===== src/rtl/video_timing_pkg.sv =====
// Shared types for the video timing recovery block: lock FSM states and the
// default-width frame geometry record.
package video_timing_pkg;

    localparam int DEF_CNT_W = 10;

    typedef enum logic [1:0] {
        ST_SEARCH  = 2'd0,
        ST_MEASURE = 2'd1,
        ST_VERIFY  = 2'd2,
        ST_LOCKED  = 2'd3
    } state_e;

    typedef struct packed {
        logic [DEF_CNT_W-1:0] h_total;
        logic [DEF_CNT_W-1:0] h_visible;
        logic [DEF_CNT_W-1:0] v_total;
        logic [DEF_CNT_W-1:0] v_visible;
    } geom_t;

endpackage


===== src/rtl/video_timing_recovery_sync_edge_detect.sv =====
// Registers one sync input, folds its polarity to active-high and flags the
// 0->1 transition between consecutive samples.
module sync_edge_detect #(
    parameter bit ACTIVE_HIGH = 1'b1
) (
    input  logic i_clk,
    input  logic i_reset,
    input  logic i_sync,
    output logic o_rise
);
    // Reset to the inactive raw level so an active-low input does not fake an edge.
    localparam logic IDLE_RAW = !ACTIVE_HIGH;

    logic raw_q;
    logic prev_q;
    logic lvl;

    assign lvl    = ACTIVE_HIGH ? raw_q : ~raw_q;
    assign o_rise = lvl & ~prev_q;

    always_ff @(posedge i_clk) begin
        if (i_reset) begin
            raw_q  <= IDLE_RAW;
            prev_q <= 1'b0;
        end else begin
            raw_q  <= i_sync;
            prev_q <= lvl;
        end
    end

endmodule


===== src/rtl/video_timing_recovery.sv =====
// Recovers pixel position from hsync/vsync/visible strobes, measures line and
// frame geometry, and reports lock once two consecutive frames measure alike.
module video_timing_recovery
    import video_timing_pkg::*;
#(
    parameter int CNT_W            = DEF_CNT_W,
    parameter bit SYNC_ACTIVE_HIGH = 1'b1,
    parameter int TIMEOUT          = 1023
) (
    input  logic             i_clk,
    input  logic             i_reset,
    input  logic             i_hsync,
    input  logic             i_vsync,
    input  logic             i_visible,
    output logic [CNT_W-1:0] o_hpos,
    output logic [CNT_W-1:0] o_vpos,
    output logic             o_visible,
    output logic             o_frame_start,
    output logic [CNT_W-1:0] o_h_total,
    output logic [CNT_W-1:0] o_h_visible,
    output logic [CNT_W-1:0] o_v_total,
    output logic [CNT_W-1:0] o_v_visible,
    output logic             o_locked
);
    typedef struct packed {
        logic [CNT_W-1:0] h_total;
        logic [CNT_W-1:0] h_visible;
        logic [CNT_W-1:0] v_total;
        logic [CNT_W-1:0] v_visible;
    } meas_t;

    localparam logic [CNT_W-1:0] CMAX = '1;
    localparam logic [CNT_W-1:0] ONE  = CNT_W'(1);
    localparam logic [CNT_W-1:0] TMO  = CNT_W'(TIMEOUT);

    logic hs_rise, vs_rise;

    sync_edge_detect #(.ACTIVE_HIGH(SYNC_ACTIVE_HIGH)) u_hs_edge (
        .i_clk  (i_clk),
        .i_reset(i_reset),
        .i_sync (i_hsync),
        .o_rise (hs_rise)
    );

    sync_edge_detect #(.ACTIVE_HIGH(SYNC_ACTIVE_HIGH)) u_vs_edge (
        .i_clk  (i_clk),
        .i_reset(i_reset),
        .i_sync (i_vsync),
        .o_rise (vs_rise)
    );

    logic             vis_q, vis_o_q;
    logic [CNT_W-1:0] h_cnt_q, h_cnt_d;
    logic [CNT_W-1:0] run_q, run_d;
    logic [CNT_W-1:0] hpos_q, hpos_d;
    logic [CNT_W-1:0] vpos_q, vpos_d;
    logic             first_q, first_d;
    logic             fs_q;
    meas_t            acc_q, acc_n, acc_d;
    logic             hset_q, hset_n, hset_d;
    logic             vset_q, vset_n, vset_d;
    logic             ok_q, ok_n, ok_d;
    meas_t            lat_q, lat_d;
    state_e           state_q, state_d;
    logic             locked_q, locked_d;

    logic             run_start, run_end, timeout, match;
    logic [CNT_W-1:0] period;

    assign run_start = vis_q & ~vis_o_q;
    assign run_end   = ~vis_q & vis_o_q;
    assign period    = h_cnt_q + ONE;
    assign timeout   = (h_cnt_q == TMO);

    always_comb begin
        h_cnt_d = h_cnt_q;
        if (hs_rise)
            h_cnt_d = '0;
        else if (!timeout)
            h_cnt_d = h_cnt_q + ONE;

        run_d  = '0;
        hpos_d = '0;
        if (vis_q) begin
            run_d  = run_start ? ONE : ((run_q == CMAX) ? run_q : run_q + ONE);
            hpos_d = run_start ? '0 : hpos_q + ONE;
        end

        first_d = first_q | vs_rise;
        vpos_d  = vpos_q;
        if (run_start) begin
            vpos_d  = first_d ? '0 : vpos_q + ONE;
            first_d = 1'b0;
        end

        // acc_n is the ending frame including this sample's hsync/run events,
        // so a coincident vsync edge sees them before bookkeeping.
        acc_n  = acc_q;
        hset_n = hset_q;
        vset_n = vset_q;
        ok_n   = ok_q;
        if (hs_rise) begin
            if (h_cnt_q == CMAX) ok_n = 1'b0;
            if (!hset_q) begin
                acc_n.h_total = period;
                hset_n        = 1'b1;
            end else if (period != acc_q.h_total) begin
                ok_n = 1'b0;
            end
            if (acc_q.v_total >= CMAX - ONE) ok_n = 1'b0;
            if (acc_q.v_total != CMAX) acc_n.v_total = acc_q.v_total + ONE;
        end
        if (run_end) begin
            if (run_q == CMAX) ok_n = 1'b0;
            if (!vset_q) begin
                acc_n.h_visible = run_q;
                vset_n          = 1'b1;
            end else if (run_q != acc_q.h_visible) begin
                ok_n = 1'b0;
            end
            if (acc_q.v_visible >= CMAX - ONE) ok_n = 1'b0;
            if (acc_q.v_visible != CMAX) acc_n.v_visible = acc_q.v_visible + ONE;
        end
        match = (acc_n == lat_q);

        acc_d  = acc_n;
        hset_d = hset_n;
        vset_d = vset_n;
        ok_d   = ok_n;
        if (vs_rise) begin
            acc_d  = '0;
            hset_d = 1'b0;
            vset_d = 1'b0;
            ok_d   = 1'b1;
        end

        state_d  = state_q;
        lat_d    = lat_q;
        locked_d = locked_q;
        if (timeout) begin
            state_d  = ST_SEARCH;
            locked_d = 1'b0;
        end else if (vs_rise) begin
            case (state_q)
                ST_SEARCH: state_d = ST_MEASURE;
                ST_MEASURE: begin
                    lat_d   = acc_n;
                    state_d = ok_n ? ST_VERIFY : ST_MEASURE;
                end
                ST_VERIFY: begin
                    if (ok_n && match) begin
                        state_d  = ST_LOCKED;
                        locked_d = 1'b1;
                    end else begin
                        lat_d   = acc_n;
                        state_d = ST_MEASURE;
                    end
                end
                ST_LOCKED: begin
                    if (!(ok_n && match)) begin
                        lat_d    = acc_n;
                        locked_d = 1'b0;
                        state_d  = ST_VERIFY;
                    end
                end
                default: state_d = ST_SEARCH;
            endcase
        end
    end

    always_ff @(posedge i_clk) begin
        if (i_reset) begin
            vis_q    <= 1'b0;
            vis_o_q  <= 1'b0;
            h_cnt_q  <= '0;
            run_q    <= '0;
            hpos_q   <= '0;
            vpos_q   <= '0;
            first_q  <= 1'b0;
            fs_q     <= 1'b0;
            acc_q    <= '0;
            hset_q   <= 1'b0;
            vset_q   <= 1'b0;
            ok_q     <= 1'b0;
            lat_q    <= '0;
            state_q  <= ST_SEARCH;
            locked_q <= 1'b0;
        end else begin
            vis_q    <= i_visible;
            vis_o_q  <= vis_q;
            h_cnt_q  <= h_cnt_d;
            run_q    <= run_d;
            hpos_q   <= hpos_d;
            vpos_q   <= vpos_d;
            first_q  <= first_d;
            fs_q     <= vs_rise;
            acc_q    <= acc_d;
            hset_q   <= hset_d;
            vset_q   <= vset_d;
            ok_q     <= ok_d;
            lat_q    <= lat_d;
            state_q  <= state_d;
            locked_q <= locked_d;
        end
    end

    assign o_hpos        = hpos_q;
    assign o_vpos        = vpos_q;
    assign o_visible     = vis_o_q;
    assign o_frame_start = fs_q;
    assign o_h_total     = lat_q.h_total;
    assign o_h_visible   = lat_q.h_visible;
    assign o_v_total     = lat_q.v_total;
    assign o_v_visible   = lat_q.v_visible;
    assign o_locked      = locked_q;

endmodule

===== config.mk =====
export PLATFORM = sky130hd
export DESIGN_NAME = video_timing_recovery
export DESIGN_NICKNAME = d
export VERILOG_FILES = /design/src/rtl/video_timing_pkg.sv /design/src/rtl/video_timing_recovery_sync_edge_detect.sv /design/src/rtl/video_timing_recovery.sv
export SDC_FILE = /design/constraint.sdc
export NUM_CORES = 1
export LEC_CHECK = 0
export BUFFER_PORTS_ARGS = -buffer_cell sky130_fd_sc_hd__buf_2
export CAP_MARGIN = 30
export CELL_PAD_IN_SITES_DETAIL_PLACEMENT = 0
export CELL_PAD_IN_SITES_GLOBAL_PLACEMENT = 1
export CORE_ASPECT_RATIO = 0.75
export CORE_UTILIZATION = 41
export CTS_CLUSTER_DIAMETER = 50
export CTS_CLUSTER_SIZE = 16
export DETAILED_ROUTE_END_ITERATION = 8
export GPL_TIMING_DRIVEN = 0
export HOLD_SLACK_MARGIN = 0.1
export PLACE_DENSITY_LB_ADDON = 0.1
export SLEW_MARGIN = 20
export SYNTH_ARGS = -nofsm -noshare
export SYNTH_HDL_FRONTEND = slang
export SYNTH_HIERARCHICAL = 1
export SYNTH_SLANG_ARGS = --single-unit

===== constraint.sdc =====
create_clock -name i_clk -period 3.14 [get_ports i_clk]
set_input_delay 0.471 -clock i_clk [delete_from_list [all_inputs] [get_ports i_clk]]
set_output_delay 0.471 -clock i_clk [all_outputs]
set_load 0.05 [all_outputs]

# Yosys cells after proc, flatten, opt, wreduce, memory -nomap -nowiden
# Cells that the tools add are included.
# Widths: inputs -> output; s select.
# op_classes
bitwise_logic	10
n_reduce_logical	14
magnitude_cmp	2
n_addsub	6
n_mux	31
eq_ne	14
# ops
cell	count
$mux 10	9
$pmux 40 s2	1
$add 10x1->10 const B	6
$eq 40x40->1	1
$mux 40	1
$eq 10x10->1 const B	2
$ge 10x10->1 const B	2
$ne 10x10->1	2
$ne 10x10->1 const B	2
$mux 1	15
$reduce_or 2->1	6
$ne 2x2->1 const B	4
$pmux 2 s4	1
$reduce_and 4->1	2
$mux 2	3
$not 1->1	5
$and 1x1->1	4
$eq 2x2->1 const B	2
$reduce_bool 2->1	2
$reduce_or 3->1	1
$eq 2x1->1 const B	1
$logic_not 2->1	1
$pmux 1 s2	1
$reduce_and 2->1	1
2 further kinds	2
# word_totals
output_inout_bits	63
in_bits	5
reg_bits	134

# Depth between registers and ports, before layout
# Gate-level depths: netlist of run 1.
# depth
word_depth	14
ltp_mapped	14
depth_no_buf	11

# Hierarchy
# Netlist of run 1, hierarchy kept.
# modules_own_cells
mod	instances	seq_area_each_um2	area_each_um2	cells_per_inst
video_timing_recovery	1	2602.5	7318.3	892
sync_edge_detect	2	40.0	61.3	5

# Worst setup path after synthesis of run 1
# OpenSTA, ideal clock, no wires.
# synth_path
path_type	register to register
from	register vis_o_q (netlist: o_visible)
to	register lat_q, in the netlist o_h_total[2]
arrival_ns	3.315
setup_slack_ns	-0.246
setup_ns	0.070
stages_incl_launch_ff	14
path_cell_list	dfxtp_1 clkbuf_1 nor3b_1 buf_1 mux2i_1 o22ai_1 nor4_1 nand4_1 nor4b_4 and4_4 buf_8 buf_12 o21ai_1 a21oi_1
# synth_via
elab_chain_len	6
elab_cells_between_ends	8
# synth_rtl
element	line	text
start: declaration	video_timing_recovery.sv:52	logic vis_q, vis_o_q;
start signal: assignment	video_timing_recovery.sv:190	vis_o_q <= vis_q;
$and 1x1->1 *	video_timing_recovery.sv:71	assign run_end = ~vis_q & vis_o_q;
$mux 10	video_timing_recovery.sv:113	if (run_end) begin
$eq 40x40->1	video_timing_recovery.sv:124	match = (acc_n == lat_q);
$logic_and 1x1->1 *	video_timing_recovery.sv:151, video_timing_recovery.sv:160	
$ne 2x2->1 (no line) *	-	
$reduce_and 4->1 (no line) *	-	
end signal: assignment	video_timing_recovery.sv:201	lat_q <= lat_d;
end: declaration	video_timing_recovery.sv:63	meas_t lat_q, lat_d;
# Every way passes the cells marked *; elsewhere a longest branch is shown, timed or not.
# A chain may end at the register's enable or synchronous reset.

# Final worst setup path of run 1
# layout_path
from	register u_hs_edge.raw_q (netlist: u_hs_edge/lvl)
to	register lat_q, in the netlist o_v_total[8]
# layout_via
elab_chain_len	10
elab_cells_between_ends	15
# layout_rtl
element	line	text
start: declaration	video_timing_recovery_sync_edge_detect.sv:14	logic raw_q;
start signal: assignment	video_timing_recovery_sync_edge_detect.sv:26	raw_q <= i_sync;
$and 1x1->1 *	video_timing_recovery_sync_edge_detect.sv:19	assign o_rise = lvl & ~prev_q;
named net hs_rise	video_timing_recovery.sv:36	logic hs_rise, vs_rise;
$mux 1	video_timing_recovery.sv:102	if (hs_rise) begin
$mux 1	video_timing_recovery.sv:114	if (run_q == CMAX) ok_n = 1'b0;
$mux 1	video_timing_recovery.sv:118	end else if (run_q != acc_q.h_visible) begin
$mux 1	video_timing_recovery.sv:115	if (!vset_q) begin
$mux 1	video_timing_recovery.sv:121	if (acc_q.v_visible >= CMAX - ONE) ok_n = 1'b0;
$mux 1	video_timing_recovery.sv:113	
$logic_and 1x1->1	video_timing_recovery.sv:151, video_timing_recovery.sv:160	
$ne 2x2->1 (no line)	-	
$reduce_and 4->1 (no line)	-	
# The timed path passes the listed nets; every way through them passes the cells marked *. The select of a mux whose other input is x is not followed.

==> impl_results.md, run 1 <==
- Violated checks: setup timing
- Initial Utilization: 42.0%
- Vias/cell: roughly 5.8
- CP Data Arrival Time: 3.86 ns
- CTS tree: done
- Ys Warns: 6
- PD cells: around 460 nW/um2
- Status: finished with violations
- GRT Overall Usage: between 20% and 30%
- Crit path from: u_hs_edge/lvl
- RSZ-0062 raised after global routing: yes
- Endpoints failing hold: 0
- CP endpoint kind: flip-flop
- Post-route DRC: 0
- Synth Net Count: between 900 and 1k
- CTS H-tree lvls: 4
- Gr ovfl total: 0
- Synth area leaders: dfxtp_1 (36%), nor2_1 (5.1%), xnor2_1 (4.9%)
- Die ar.: approximately 19000 um2
- Syn Std Cell Area: 7440 um2
- Vias in the first global route: 6351
- Number of synthesized flops with an enable pin: 0
- Cell taking the most area after synthesis: dfxtp_1
- Cell row count: 42
- Final net count: between 1k and 1.5k
- Per-cell routed wire length: 20.6 um
- WP buf/inv: 2
- Hold/Removal Path Class: input pin to flip-flop
- HP Start: i_vsync
- Number of routed nets with antenna violations: 0
- Clock Pin Slew Worst Setup and Hold Paths: 0.06 ns
- Final wirelength: 26100 um
- Compound-gate portion of the synthesized area: approximately 19%
- Period minus WS final: between 3 and 4 ns
- Post-synthesis cell type count: 74
- Final setup viols: 43
- Synth top area share: a little over a third
- Worst r2r src: u_hs_edge/lvl
- Total power: around 4.3 mW
- Reg area: between 2000 and 3000 um2
- Detailed Routing Iterations Pass 1: 6
- Max_cap viols: 0
- Post-Synth Adder-Cell Area: between 1 and 1.5%
- Final GP Congestion: between 0.9 and 1
- Mux share of post-synthesis cell area: approximately 2.8%
- Worst slew margin: 30.2%
- Main combinational cell family by area after synthesis: simple AND/OR/NAND/NOR gates
- Diodes inserted: 0
- Fin Setup TNS: -13.72 ns
- Ys flop type: dfxtp_1
- Yosys reg bits: 134
- Clock Skew: 0.00582 ns
- DR vias: between 7k and 8k
- Worst-skew pair later-pin latency: around 0.43 ns
- Worst slew pin tran: about 1.0 ns
- Max stage delay on crit path: between 0.5 and 0.6 ns
- Die Y: roughly 120 um
- Multi-input gate area: approximately 4700 um2
- Root cell of the clock tree: clkbuf_16
- HPWL after DPL: around 18000 um
- Max IR drop VDD: approximately 0.33 mV
- Family with the most delay on the worst path: simple AND/OR/NAND/NOR gates
- Antenna violations before repair: 0
- Cells after Synth: ~900
- Crit-path cells: nor2b_4, buf_12, nor2b_2, nand3_1, a31o_2, a221o_1, or4_4, nor4b_4, and4_4, buf_2, o21ai_0, o41ai_1
- Global-route wire length before repair: a little under 40000 um
- CTS max path bufs: 2
- Avg Inst Size Synth: a little over 8 um2
- Clock buffer count from CTS: 17
- CP max-delay cell: or4_4
- Fillcell total: around 1.7k
- Largest net degree at the start of global routing: 17
- Worst-path fanout max: 10
- FFs w/ async S/R, synth: 0%
- Max Fclk: ~280 MHz
- Sequential area share after synthesis: 36.1%
- PortBufs: 67
- Final period util: 113%
- Xor/xnor share of the synthesized area: a little under a tenth
- Final Worst Setup Slack: -0.394 ns
- Core Area: 17700 um2
- Lkg Pwr: 3.53 nW
- Final Slew Violations: 0
- Die Wd: 158 um
- Syn-to-layout area delta: 27.5%
- Element type at the critical path start: flip-flop
- Post-synthesis simple-gate area fraction: between 20 and 30%
- Number of DRC markers in iteration 0: 777
- Fraction of layout cells with a size suffix above 1: ~24%
- Ports: 68
- WP data required: around 3.5 ns
- Crit path kind: flip-flop to flip-flop
- Clk sinks: ~130
==> registers in the layout (all words and copies together), names as in the netlist, 2 cells and up <==
register,flops
acc_q,40
h_cnt_q,10
o_v_total,10
o_vpos,10
o_h_total,10
state_q,2
o_h_visible,10
run_q,10
o_v_visible,10
o_hpos,10
==> worst reg2reg max path: stages (launching register included) <==
cell	delay (ns)
dfxtp_2	0.32
nor2b_4	0.20
buf_12	0.13
nor2b_2	0.20
nand3_1	0.19
a31o_2	0.28
a221o_1	0.30
or4_4	0.57
nor4b_4	0.37
and4_4	0.38
buf_2	0.25
o21ai_0	0.12
o41ai_1	0.10
==> cells in the final DEF, fill, tap and decap left out, types with 18 or more instances in the layout <==
master,Yosys,layout
nor2_1,101,101
nand4_1,30,30
clkbuf_1,46,30
inv_1,26,26
o21ai_0,46,40
nor2b_1,39,38
and3_1,19,18
xor2_1,33,31
a21oi_1,60,43
buf_2,8,75
buf_4,0,23
clkbuf_16,0,18
dfxtp_1,134,122
nand2_1,34,34
xnor2_1,42,41
nand3_1,39,36
==> cell families after synthesis <==
kind of cell	Yosys count
flops	134
simple gates	355
mux	21
compound gates	217
xor+xnor	76
fa+ha+maj	8
buf+inv	91
==> through the flow <==
| stage | instance area, um2 | util (%) | std cells | hold WS [ns] | setup slack [ns] |
|---|---|---|---|---|---|
| floorplan | 7450 | - | 902 | 0.429 | 0.0406 |
| global placement | 8090 | 45.7 | 1211 | 0.447 | -1.09 |
| detailed placement | 8090 | 45.7 | 1211 | 0.450 | -1.04 |
| CTS | 9160 | 51.7 | 1260 | 0.227 | -0.271 |
| global route | 9490 | 53.6 | 1269 | 0.250 | -0.476 |
| finish | 9490 | 53.6 | 1269 | 0.241 | -0.394 |
==> cell usage after synthesis, drive strengths merged, types with 4 or more instances <==
library cell  count
dfxtp           134
nor2            102
a21oi            60
o21ai            50
clkbuf           46
xnor2            42
nor2b            41
nand3            39
nand2            34
xor2             33
nand4            30
inv              26
mux2i            21
a211oi           20
and3             19
buf              19
nand2b           17
or3              13
nor3             12
a31oi            10
o41ai            10
nor4              9
ha                8
a31o              7
or4               7
and4              6
and2              5
nor4bb            5
o22ai             5
a2111oi           4
a32oi             4
nor3b             4
o21a              4
==> path summary, 6_finish.rpt <==
check	endpoint	slack, ns	cells past startpoint
max	o_v_total[8]	-0.39	12
min	u_vs_edge/lvl	0.24	2
max reg2reg	o_v_total[8]	-0.39	12
min reg2reg	u_vs_edge/prev_q	0.47	1
==> layout make-up <==
type,instances,area share (%)
well taps,242,3.19
repair buffers,99,6.92
plain buffers,59,3.82
multi-input cells,677,49.7
flip-flops and latches,134,28.6
inverters,26,1.03
clock buffers,18,4.63
clock inverters,14,2.11
==> routing by layer <==
metal	vias to the layer above	track usage (%)	part of all wire, %
met5	-	0	0
met4	0	6.86	1.0
met3	25	5.94	7.5
met2	261	37.9	41
met1	3515	44.1	51
li1	3500	-	-
==> report_power, final <==
part | switching, mW | total, mW | internal (mW)
Combinational | 0.236 | 0.362 | 0.126
Clock | 0.848 | 2.21 | 1.36
Sequential | 0.0383 | 1.76 | 1.72
Total | 1.12 | 4.33 | 3.21
==> timing repair <==
item / CTS / global route
endpoints found under the setup margin: 43 / 43
setup buffers: 18 / 10
pin swaps: 27 / 18
hold buffers: 0 / 0
gates cloned: 2 / 2
gates resized for setup: 73 / 70
Note: power is estimated with default switching activity, not from simulation.
==> run 2, diff against run 1 <==
CELL_PAD_IN_SITES_DETAIL_PLACEMENT = not set   (was 0)
CELL_PAD_IN_SITES_GLOBAL_PLACEMENT = not set   (was 1)
CORE_UTILIZATION = 54   (was 41)
==> run 2 against run 1 <==
Effect of this change: the flow still finishes with violations (setup timing); cell count down 5.8%; critical endpoint is now o_h_visible[2]; first-iteration DRC count up 3.7%; routed wire length down 5.2%; largest cell class unchanged; maximum frequency up 0.19%; setup slack better by 0.0067 ns; utilization up 17 points; register-to-register slack about the same.
==> impl_results.md, run 2 (synthesis results as in run 1) <==
- Status: finished with violations
- Violated checks: setup timing
- GRT Overall Usage: 35.0% (+6.9 points)
- Element type at the critical path start: flip-flop
- Vias/cell: 6.35 (+10%)
- Ports: 68 (unchanged)
- Per-cell routed wire length: 20.7 um (+0.64%)
- Max_cap viols: 0 (unchanged)
- WP data required: 3.48 ns (+0.02 ns)
- Worst-skew pair later-pin latency: 0.43 ns (about the same)
- Number of routed nets with antenna violations: 0 (unchanged)
- Detailed Routing Iterations Pass 1: 6 (unchanged)
- Global-route wire length before repair: 37400 um (-3.3%)
- Crit path kind: flip-flop to flip-flop
- CTS H-tree lvls: 4 (unchanged)
- Root cell of the clock tree: clkbuf_16
- Worst slew margin: 26.6% (-3.5 points)
- Die Wd: 138 um (-13%)
- Post-DP Area: 8000 um2 (-1.1%)
- CTS max path bufs: 2 (unchanged)
- HPWL after DPL: 16800 um (-8.8%)
- Family with the most delay on the worst path: simple AND/OR/NAND/NOR gates
- Hold/Removal Path Class: input pin to flip-flop
- Fraction of layout cells with a size suffix above 1: 23.6% (-0.49 points)
- Worst slew pin tran: 1.10 ns (+0.0531 ns)
- Clock Pin Slew Worst Setup and Hold Paths: 0.06 ns (about the same)
- Final Worst Setup Slack: -0.387 ns (+0.00672 ns)
- Cell mode on critical path: buf_4
- Gr ovfl total: 0 (unchanged)
- Final net count: 1023 (-0.39%)
- Endpoints failing hold: 0 (unchanged)
- Vias in the first global route: 6708 (+5.6%)
- Final GP Congestion: 0.941 (+4.2%)
- Worst-path fanout max: 10 (unchanged)
- Syn-to-layout area delta: 25.0%
- Lkg Pwr: 3.48 nW (-1.5%)
- Cell area after layout: 9300 um2 (-2.0%)
- Number of DRC markers in iteration 0: 806 (+3.7%)
- Hold_buf cts: 0 (unchanged)
- Die Y: 104 um (-13%)
- PD cells: 447 nW/um2 (-2.0%)
- CP endpoint kind: flip-flop
- Clock buffer count from CTS: 17 (unchanged)
- Final setup viols: 43 (unchanged)
- Cell row count: 36 (-14%)
- Setup WS pre-CTS: -0.879 ns (+0.166 ns)
- CTS tree: done
- Largest net degree at the start of global routing: 17 (unchanged)
- Max reg flops: 40 (unchanged)
- Post-Route Utilization: 70.5% (+17 points)
- Antenna violations before repair: 0 (unchanged)
- Largest Register: acc_q
- CP Data Arrival Time: 3.86 ns (about the same)
- Commonest non-fill, non-tap cell in the layout: dfxtp_1
- Die ar.: 14300 um2 (-24%)
- Total power: 4.16 mW (-3.9%)
- Max stage delay on crit path: 0.52 ns (-0.05 ns)
- WP buf/inv: 3 (+1)
- Final period util: 112% (-0.21 points)
- Clk sinks: 134 (unchanged)
- Crit-path cells: ha_4, nand2_1, a2111oi_4, buf_4, nor3b_1, a221o_1, or4_4, nor4b_4, buf_4, and4_4, nor2_4, buf_12, a211oi_2
- RSZ-0062 raised after global routing: yes
- Max IR drop VDD: 0.599 mV (+83%)
- PortBufs: 67 (unchanged)
- Fin Setup TNS: -13.21 ns (+0.509 ns)
- Final wirelength: 24700 um (-5.2%)
- Max Fclk: 284 MHz (+0.19%)
- Initial Utilization: 56.4% (+14 points)
- CP max-delay cell: or4_4
- Clock Skew: 0.00652 ns (+0.000701 ns)
- Most frequent cells in the layout: dfxtp_1 (122), nor2_1 (101), buf_2 (72)
- Core Area: 13200 um2 (-25%)
- Final Slew Violations: 0 (unchanged)
- Period minus WS final: 3.53 ns (-0.00672 ns)
- DR vias: 7594 (+4.0%)
- Fillcell total: 1069 (-36%)
- Post-route DRC: 0 (unchanged)
run 2: cell types whose count changed in the layout (fill, tap and decap cells not counted), sizes merged:
cell	before	now
inv	28	27
clkinv	5	6
clkbuf	59	62
bufinv	4	3
buf	117	110
diode	0	1
clkdlybuf4s18	0	1
run 2: path summary, 6_finish.rpt:
check                                   start               end  slack [ns]  cells after the start
worst min register to register  u_hs_edge/lvl  u_hs_edge/prev_q        0.47                      1
worst min-delay path                i_visible             vis_q        0.25                      2
worst max-delay path                 acc_q[0]    o_h_visible[2]       -0.39                     13
worst max register to register       acc_q[0]    o_h_visible[2]       -0.39                     13
run 2: cell type report:
class,count,area [um2],area share [%]
clock buffer,19,443,4.76
sequential,134,2710,29.1
tap,171,214,2.30
clock inverter,13,155,1.67
antenna,1,2.50,0.0269
multi-input combinational,677,4700,50.5
inverter,26,97.6,1.05
buffer,60,370,3.98
timing repair buffer,94,611,6.56
run 2: stage by stage:
stage / cells / hold slack (ns)
2_1_floorplan: 902 / 0.429
3_3_place_gp: 1140 / 0.446
3_5_place_dp: 1140 / 0.455
4_1_cts: 1192 / 0.247
5_1_grt: 1194 / 0.261
6_report: 1195 / 0.247
run 2: worst register-to-register path, stage by stage (launching register included):
cell	delay [ns]
dfxtp_4	0.38
ha_4	0.15
nand2_1	0.08
a2111oi_4	0.45
buf_4	0.19
nor3b_1	0.05
a221o_1	0.31
or4_4	0.52
nor4b_4	0.39
buf_4	0.19
and4_4	0.27
nor2_4	0.08
buf_12	0.16
a211oi_2	0.23
run 2: per-layer routing:
metal	wire length (um)	global-route usage (%)
met2	10100	47.3
met5	0	0
met3	3010	9.64
met4	444	11.3
met1	11200	52.7
run 2: repair_timing:
action | CTS | global route
setup buffers | 22 | 2
gates resized for setup | 90 | 48
pin swaps | 26 | 19
endpoints found under the setup margin | 43 | 43
gates cloned | 2 | 2
run 2: power breakdown:
group          internal, mW  switching, mW
Combinational         0.122          0.231
Sequential             1.72         0.0381
Clock                  1.26          0.782
Total                  3.11           1.05
==> run 3, diff against run 2 <==
PLACE_DENSITY = 0.8   (was not set)
PLACE_DENSITY_LB_ADDON = not set   (was 0.1)
SYNTH_HIERARCHICAL = not set   (was 1)
==> run 3 against run 2 <==
Effect of this change: the flow finishes with violations (DRC, setup timing); setup slack got worse by 0.19 ns; worst hold slack improved by 0.0035 ns; sequential cell count is the same.
==> impl_results.md, run 3 <==
- PD cells: 432 nW/um2 (-3.3%)
- Clock Skew: 0.00780 ns (+0.00128 ns)
- Largest Register: acc_q
- Cell area after layout: 9520 um2 (+2.3%)
- CP endpoint kind: flip-flop
- WP buf/inv: 4 (+1)
- WP data required: 3.41 ns (-0.07 ns)
- Detailed Routing Iterations Pass 1: 9 (+3)
- Cell row count: 37 (+2.8%)
- Crit-path cells: buf_6, and4_1, buf_6, buf_4, and3_1, o221ai_1, nor4_2, nand4_1, or4_4, or4_4, buf_12, a21oi_2, a211oi_1
- Final setup viols: 43 (unchanged)
- Ys Warns: 0 (-6)
- Compound-gate portion of the synthesized area: 19.4% (-0.040 points)
- Max IR drop VDD: 0.328 mV (-45%)
- Synth area leaders: dfxtp_1 (35%), nor2_1 (5.4%), xnor2_1 (5.3%)
- RSZ-0062 raised after global routing: yes
- Initial Utilization: 55.2% (-1.2 points)
- Hold Crit Depth: 2 (unchanged)
- Hold Path Sink: u_hs_edge.lvl
- Post-synthesis simple-gate area fraction: 26.9% (+1.1 points)
- R2R setup slack: -0.58 ns (-0.19 ns)
- Period minus WS final: 3.72 ns (+0.191 ns)
- Yosys reg bits: 134 (unchanged)
- Final GP Congestion: 0.977 (+3.9%)
- Number of synthesized flops with an enable pin: 0 (unchanged)
- Vias/cell: 6.39 (+0.61%)
- HP Start: i_hsync
- Worst-skew pair later-pin latency: 0.42 ns (about the same)
- Antenna violations before repair: 0 (unchanged)
- Main combinational cell family by area after synthesis: simple AND/OR/NAND/NOR gates
- Most frequent cells in the layout: dfxtp_1 (115), nor2_1 (107), buf_2 (69)
- Cell taking the most area after synthesis: dfxtp_1
- Number of DRC markers in iteration 0: 1104 (+37%)
- Post-route DRC: 12 (+12)
- Final period util: 118% (+6.1 points)
- DR vias: 7781 (+2.5%)
- CTS max path bufs: 2 (unchanged)
- CP max-delay cell: or4_4
- Post-synthesis cell type count: 71 (-4.1%)
- Fillcell total: 1093 (+2.2%)
- Die Y: 105 um (+0.82%)
- GRT Overall Usage: 33.9% (-1.1 points)
- Status: finished with violations
- Crit path kind: flip-flop to flip-flop
- Per-cell routed wire length: 20.4 um (-1.4%)
- Xor/xnor share of the synthesized area: 9.21% (+0.081 points)
- Hold/Removal Path Class: input pin to flip-flop
- Fraction of layout cells with a size suffix above 1: 26.0% (+2.4 points)
- Most frequent cell after synthesis: dfxtp_1
- Max_cap viols: 0 (unchanged)
- Die Wd: 139 um (+0.83%)
- Worst slew pin tran: 0.782 ns (-0.318 ns)
- Violated checks: DRC, setup timing
- Lkg Pwr: 3.62 nW (+4.0%)
- Clock Pin Slew Worst Setup and Hold Paths: 0.06 ns (about the same)
- Element type at the critical path start: flip-flop
- Endpoints failing hold: 0 (unchanged)
- CTS H-tree lvls: 4 (unchanged)
- CP Data Arrival Time: 3.98 ns (+0.12 ns)
- Ports: 68 (unchanged)
- Worst-path fanout max: 8 (-2)
- Leading post-synthesis cells by instance count: dfxtp_1 (134), nor2_1 (108), a21oi_1 (52)
- Global-route wire length before repair: 38200 um (+2.0%)
- Final Slew Violations: 0 (unchanged)
- Post-Synth Adder-Cell Area: 1.32% (-0.022 points)
- Synth Net Count: 926 (+1.2%)
- Commonest non-fill, non-tap cell in the layout: dfxtp_1
- Final wirelength: 24800 um (+0.42%)
- Number of routed nets with antenna violations: 0 (unchanged)
- Diodes inserted: 0 (-1)
- Final Worst Setup Slack: -0.578 ns (-0.191 ns)
- Worst reg2reg endpoint: o_h_visible[3]
- FFs w/ async S/R, synth: 0% (unchanged)
- Final net count: 1043 (+2.0%)
- Sequential area share after synthesis: 35.5% (-0.60 points)
- Max reg flops: 40 (unchanged)
- Ys flop type: dfxtp_1
- Mux share of post-synthesis cell area: 2.60% (-0.23 points)
- Syn Std Cell Area: 7570 um2 (+1.7%)
- Clock buffer count from CTS: 17 (unchanged)
- Max stage delay on crit path: 0.64 ns (+0.12 ns)
- Root cell of the clock tree: clkbuf_16
- Worst slew margin: 47.8% (+21 points)
- Avg Inst Size Synth: 8.29 um2 (+0.46%)
- Die ar.: 14500 um2 (+1.7%)
- Max Fclk: 269 MHz (-5.1%)
- PortBufs: 67 (unchanged)
- Hold Worst Slack: 0.250 ns (+0.00354 ns)
- Synth top area share: 35.5% (-0.60 points)
- Worst r2r src: acc_q[6]
- Cells after Synth: 913 (+1.2%)
- HPWL after DPL: 16800 um (-0.24%)
- R2r worst-path depth: 13 (unchanged)
- Clk sinks: 134 (unchanged)
- Vias in the first global route: 6927 (+3.3%)
- Core Area: 13700 um2 (+3.8%)
- Largest net degree at the start of global routing: 17 (unchanged)
- Gr ovfl total: 0 (unchanged)
- CTS tree: done
- Family with the most delay on the worst path: simple AND/OR/NAND/NOR gates
- Syn-to-layout area delta: 25.8%
- Post-DP Area: 8210 um2 (+2.6%)
## run 3: changes by cell type in the layout (fill, tap and decap cells not counted), moves of 8 or more
cell	delta
a211oi_1	+20
buf_4	+16
buf_6	+10
inv_1	-9
nand2_1	+8
nand2b_1	+21
nor2b_1	-20
o41ai_1	-8
or4_4	+12
## run 3: area by class of cell
type | count | area, um2 | area share [%]
Clock inverter | 12 | 116 | 1.22
Sequential cell | 134 | 2720 | 28.6
Multi-Input combinational cell | 695 | 4840 | 50.8
Clock buffer | 19 | 454 | 4.77
Buffer | 58 | 403 | 4.23
Timing Repair Buffer | 107 | 708 | 7.44
Inverter | 17 | 63.8 | 0.670
Tap cell | 175 | 219 | 2.30
## run 3: cells by family (layout without fill, tap and decap cells)
family,after synthesis,in the layout
mux,17,17
xor+xnor,78,78
simple gates,374,374
fa+ha+maj,8,8
flops,134,134
buf+inv,84,213
compound gates,218,218
## run 3: how the worst max path moves through the flow
stage | from | to | slack [ns] | cells after the start
2_1_floorplan | acc_q[1] | o_h_visible[8] | -0.40 | 14
3_3_place_gp | h_cnt_q[3] | o_h_visible[4] | -0.91 | 13
3_5_place_dp | h_cnt_q[3] | o_h_total[1] | -0.93 | 13
4_1_cts | acc_q[1] | o_h_total[1] | -0.52 | 12
5_1_grt | acc_q[13] | o_h_visible[3] | -0.65 | 11
6_report | acc_q[6] | o_h_visible[3] | -0.58 | 13
## run 3: what timing repair did
action | in CTS | in global routing
buffers inserted | 27 | 10
pin swaps | 20 | 34
endpoints found under the hold margin | 0 | 0
hold buffers | 0 | 0
resized for setup | 61 | 79
endpoints found under the setup margin | 43 | 43
gates cloned | 3 | 1
## run 3: per-layer routing
metal / GRT usage, % / share of wire [%] / wire [um]
met4: 10.7 / 2.0 / 499
met5: 0 / 0 / 0
met3: 8.24 / 11 / 2800
met1: 49.1 / 44 / 10800
met2: 49.1 / 43 / 10700
## run 3: report_power, final
part / switching, mW / leakage (nW) / total [mW] / internal, mW
registers: 0.0396 / 1.09 / 1.77 / 1.73
logic: 0.244 / 2.25 / 0.390 / 0.146
clock network: 0.817 / 0.276 / 1.96 / 1.14
## run 3: worst reg2reg max path: cells and delay by family, from the launching register on
kind,cells,cell delay (ns)
compound gates,3,0.41
flops,1,0.34
simple gates,6,2.19
buf+inv,4,0.60
## run 3: per-stage QoR
stage | setup WS [ns] | total power [mW] | std cells | util (%) | TNS [ns]
after floorplan | -0.396 | 2.04 | 913 | - | -11.02
after global placement | -0.906 | 2.13 | 1155 | 59.9 | -33.59
after detailed placement | -0.931 | 2.13 | 1155 | 59.9 | -33.98
after CTS | -0.517 | 4.07 | 1209 | 67.1 | -16.55
after global routing | -0.654 | 4.23 | 1217 | 69.5 | -21.86
final | -0.578 | 4.12 | 1217 | 69.5 | -18.45
